File: src/rtl/intersection_ctrl.sv
// Two-road demand-actuated intersection controller (NS rests green, EW actuated).
// Define INTERSECTION_PED_EN to enable the pedestrian walk phase and ped_req_i.
module intersection_ctrl #(
  parameter int unsigned GREEN_MIN = 4,
  parameter int unsigned GREEN_MAX = 10,
  parameter int unsigned YELLOW_T  = 2,
  parameter int unsigned ALLRED_T  = 1,
  parameter int unsigned WALK_T    = 3,
  parameter int unsigned CNT_W     = 4
) (
  input  logic       clk_i,
  input  logic       rst_ni,
  input  logic       tick_i,
  input  logic       ew_sense_i,
  input  logic       ped_req_i,
  output logic [2:0] ns_lights_o,
  output logic [2:0] ew_lights_o,
  output logic       walk_o,
  output logic [2:0] phase_o
);

  typedef enum logic [2:0] {
    ALLRED_B  = 3'd0,
    NS_GREEN  = 3'd1,
    NS_YELLOW = 3'd2,
    ALLRED_A  = 3'd3,
    EW_GREEN  = 3'd4,
    EW_YELLOW = 3'd5,
    PED_WALK  = 3'd6
  } state_e;

  localparam logic [CNT_W-1:0] GMinLast   = CNT_W'(GREEN_MIN - 1);
  localparam logic [CNT_W-1:0] GMaxLast   = CNT_W'(GREEN_MAX - 1);
  localparam logic [CNT_W-1:0] YellowLast = CNT_W'(YELLOW_T - 1);
  localparam logic [CNT_W-1:0] AllredLast = CNT_W'(ALLRED_T - 1);

  state_e           state_q, state_d;
  logic [CNT_W-1:0] cnt_q, cnt_d;
  logic             ew_dem_q, ew_dem_d;
  logic             ped_pend;

`ifdef INTERSECTION_PED_EN
  localparam logic [CNT_W-1:0] WalkLast = CNT_W'(WALK_T - 1);
  logic ped_pend_q, ped_pend_d;
  assign ped_pend = ped_pend_q;
`else
  localparam int unsigned walk_t_unused = WALK_T;
  logic ped_req_unused;
  assign ped_req_unused = ped_req_i;
  assign ped_pend       = 1'b0;
`endif

  always_ff @(posedge clk_i or negedge rst_ni) begin
    if (!rst_ni) begin
      state_q    <= ALLRED_B;
      cnt_q      <= '0;
      ew_dem_q   <= 1'b0;
`ifdef INTERSECTION_PED_EN
      ped_pend_q <= 1'b0;
`endif
    end else begin
      state_q    <= state_d;
      cnt_q      <= cnt_d;
      ew_dem_q   <= ew_dem_d;
`ifdef INTERSECTION_PED_EN
      ped_pend_q <= ped_pend_d;
`endif
    end
  end

  // Transitions use pre-edge latch values; illegal codes recover without a tick.
  always_comb begin
    state_d = state_q;
    cnt_d   = cnt_q;
    case (state_q)
      ALLRED_B:  if (tick_i && cnt_q == AllredLast)
                   state_d = ped_pend ? PED_WALK : NS_GREEN;
      NS_GREEN:  if (tick_i && cnt_q >= GMinLast && (ew_dem_q || ped_pend))
                   state_d = NS_YELLOW;
      NS_YELLOW: if (tick_i && cnt_q == YellowLast) state_d = ALLRED_A;
      ALLRED_A:  if (tick_i && cnt_q == AllredLast) state_d = EW_GREEN;
      EW_GREEN:  if (tick_i && (cnt_q == GMaxLast || (cnt_q >= GMinLast && !ew_sense_i)))
                   state_d = EW_YELLOW;
      EW_YELLOW: if (tick_i && cnt_q == YellowLast) state_d = ALLRED_B;
`ifdef INTERSECTION_PED_EN
      PED_WALK:  if (tick_i && cnt_q == WalkLast) state_d = NS_GREEN;
`endif
      default:   state_d = ALLRED_B;
    endcase

    if (state_d != state_q) begin
      cnt_d = '0;
    end else if (tick_i && !(state_q == NS_GREEN && cnt_q == GMinLast)) begin
      cnt_d = cnt_q + CNT_W'(1);
    end

    ew_dem_d = (ew_dem_q || (ew_sense_i && state_q != EW_GREEN))
               && !(state_d == EW_GREEN && state_q != EW_GREEN);
`ifdef INTERSECTION_PED_EN
    ped_pend_d = (ped_pend_q || (ped_req_i && state_q != PED_WALK))
                 && !(state_d == PED_WALK && state_q != PED_WALK);
`endif
  end

  always_comb begin
    ns_lights_o = 3'b100;
    ew_lights_o = 3'b100;
    walk_o      = 1'b0;
    case (state_q)
      NS_GREEN:  ns_lights_o = 3'b001;
      NS_YELLOW: ns_lights_o = 3'b010;
      EW_GREEN:  ew_lights_o = 3'b001;
      EW_YELLOW: ew_lights_o = 3'b010;
`ifdef INTERSECTION_PED_EN
      PED_WALK:  walk_o = 1'b1;
`endif
      default: ;
    endcase
  end

  assign phase_o = state_q;

endmodule
File: config.mk
export PLATFORM = sky130hd
export DESIGN_NAME = intersection_ctrl
export DESIGN_NICKNAME = d
export VERILOG_FILES = /design/src/rtl/intersection_ctrl.sv
export SDC_FILE = /design/constraint.sdc
export NUM_CORES = 1
export LEC_CHECK = 0
export BUFFER_PORTS_ARGS = -buffer_cell sky130_fd_sc_hd__clkbuf_2
export CORE_UTILIZATION = 51
export DETAILED_ROUTE_END_ITERATION = 8
export PLACE_DENSITY = 0.74
export SYNTH_ARGS = -nofsm -noshare
export SYNTH_HDL_FRONTEND = slang
export SYNTH_SLANG_ARGS = --single-unit
export TNS_END_PERCENT = 5
File: constraint.sdc
create_clock -name clk_i -period 2.4 [get_ports clk_i]
set_clock_uncertainty 0.2 [all_clocks]
set_input_delay 0.36 -clock clk_i [delete_from_list [all_inputs] [get_ports clk_i]]
set_output_delay 0.36 -clock clk_i [all_outputs]
set_load 0.02 [all_outputs]
==> out/qor.txt <==
Crit path cell chain = or3b_1, inv_1, nor2_1, clkbuf_2
Final net count = 102
Initial Util = 57.3%
Most frequent cells in the layout = nor2_1, clkbuf_2, dfrtp_1
Worst Hold Class = in -> reg
Initial antenna violation count = 0
Slowest CP cell = dfrtp_1
Most common cell after layout, fill and taps aside = nor2_1
First-pass GRT wire length = 2.14 mm
Post-detail-place hpwl = 1.05 mm
Routability cong. = 0.831
Max Fclk = 0.485 GHz
Crit-path leading delay family = simple AND/OR/NAND/NOR gates
Synthesized Nets = 89
Root Driver = clkbuf_4
Remaining global-route overflow = 0
Met1 GRT Util = 23.1%
TritonCTS clock tree = yes
Core outline area = 1160 um2
Clock latency on the worst-skew pair = 250 ps
Cell Area, Synth = 662 um2
Leakage = 0.000351 uW
Sequential fraction of the synthesis area = 30.2%
Post-synth EDFFs = 0
Pwr dens = 1340 nW/um2
RSZ-0062 raised after global routing = false
# rows = 12
Placed cells = 102
TritonRoute pass-1 iters = 4
Vias per Instance = 5.65
Count of final hold-check violations = 0
Chip width = 38.0 um
Synth async-reset ratio = 100%
DR iter-0 viols = 5
Synthesized instance count = 81
Largest net degree at the start of global routing = 11
Via count = 599
Avg Inst Size Synth = 8.17 um2
IO Count = 15
Fraction of layout cells with a size suffix above 1 = 22.8%
Clock sinks = 8
Residual DRC = 0
Hold Slack = 243 ps
Resized cells post-CTS = 0
Vias in the first global route = 533
Critical path required time = 1840 ps
Final period utilization = 85.9%
Max-slew violation count = 0
Status = finished, final reports clean
Worst path max stage delay = 490 ps
Final Critical Period = 2060 ps
CP arrival = 1500 ps
Final setup TNS = 0 ps
ANT cells = 0
Post-route ant nets = 0
Yosys reg bits = 8
Met3 Use GR = 8.72%
Finished Layout Cells = 106
Synth Flop Type = dfrtp_1
Startpoint types = register
Worst-path clk slew = 50 ps
Netlist cell types = 36
H-tree depth = 1
Fill cell count = 113
Die Span Y = 38.0 um
Total track usage = 21.7%
Layout area overhead = 12.7%
Clk buf depth = 2
Critical path class = reg -> out
Final setup viols = 0
Layer with the highest usage = met2
Crit-path max FO = 9
Total CTS buffers = 3
Die area = 1450 um2
Final WL = 1.31 mm
M2 GR Usage = 40.3%
VDD IR-drop max = 0.583 mV
Routed WL per cell = 12.3 um
WP buf/inv = 2
Yosys warns = 0
I/O Buffers = 12
Crit. End Element = primary output
Maxcap violations = 0
[worst min-delay path: stages]
cell and delay, ps:
clkbuf_2 110, o21ai_0 110, a21oi_1 70
[final cells by class]
cell class                      count  area, um2  share of cell area, %
Multi-Input combinational cell     60        402                   53.9
Sequential cell                     8        200                   26.8
Timing Repair Buffer               14       77.6                   10.4
Inverter                            7       26.3                   3.52
Clock buffer                        3       22.5                   3.02
Tap cell                           14       17.5                   2.35
[timing repair]
action / in CTS / in global routing
setup buffers: 0 / 0
hold buffers: 1 / 0
hold endpoints to repair: 8 / 0
[synth_stat cells (2+ instances only)]
cell | n | share of area, %
dfrtp_1 | 8 | 30
o21ai_0 | 2 | 1.5
nand2b_1 | 3 | 2.8
nor2_1 | 13 | 7.4
nor3_1 | 5 | 3.8
buf_4 | 2 | 2.3
a21oi_1 | 3 | 2.3
nand3_1 | 2 | 1.5
ha_1 | 3 | 5.7
nand2_1 | 5 | 2.8
mux2i_1 | 2 | 3.0
inv_1 | 7 | 4.0
buf_2 | 3 | 2.3
[metal layers]
layer	share of wire (%)	vias up
li1	-	301
met1	44	281
met2	51	15
met3	4.3	2
met4	1.1	0
met5	0	-
[cells by family (layout without fill, tap and decap cells)]
family / count (synthesis) / in the layout / synth area share (%)
AO/OA/AOI/OAI: 16 / 16 / 21.4
buffers and inverters: 13 / 24 / 9.07
XOR/XNOR: 2 / 2 / 2.65
flip-flops: 8 / 8 / 30.2
other: 1 / 1 / 0.567
multiplexers: 2 / 2 / 3.02
adder cells (fa/ha/maj): 3 / 3 / 5.67
AND/OR/NAND/NOR: 36 / 36 / 27.4
[where the power goes]
group	leakage (uW)	switching (uW)	internal, uW	total (uW)
Combinational	0.000237	372	250	623
Clock	0.0000138	41.4	56.9	98.4
Sequential	0.000100	92.8	186	278
Total	0.000351	507	493	1000
[stage by stage]
stage	area (um2)	worst slack (ps)	util [%]	total power (uW)
after floorplan	662	491	-	760
after global placement	713	394	61.7	886
after detailed placement	713	375	61.7	901
after CTS	746	342	64.5	1000
final	746	338	64.5	1000
after global routing	746	287	64.5	1090
[registers in the layout, indices dropped and copies added (netlist names)]
| signal | count |
|---|---|
| cnt_q | 4 |
| ew_dem_q | 1 |
| phase_o | 3 |
[final timing paths]
kind	from	endpoint	slack [ps]	cells after the start
min	ew_sense_i	ew_dem_q	240	3
min reg2reg	ew_dem_q	ew_dem_q	320	2
min in group asynchronous	rst_ni	phase_o[2]	290	2
max in group asynchronous	rst_ni	cnt_q[1]	1530	2
max	phase_o[1]	ns_lights_o[2]	340	4
max reg2reg	cnt_q[2]	cnt_q[2]	460	5
Power figures use the tool's default switching activity.
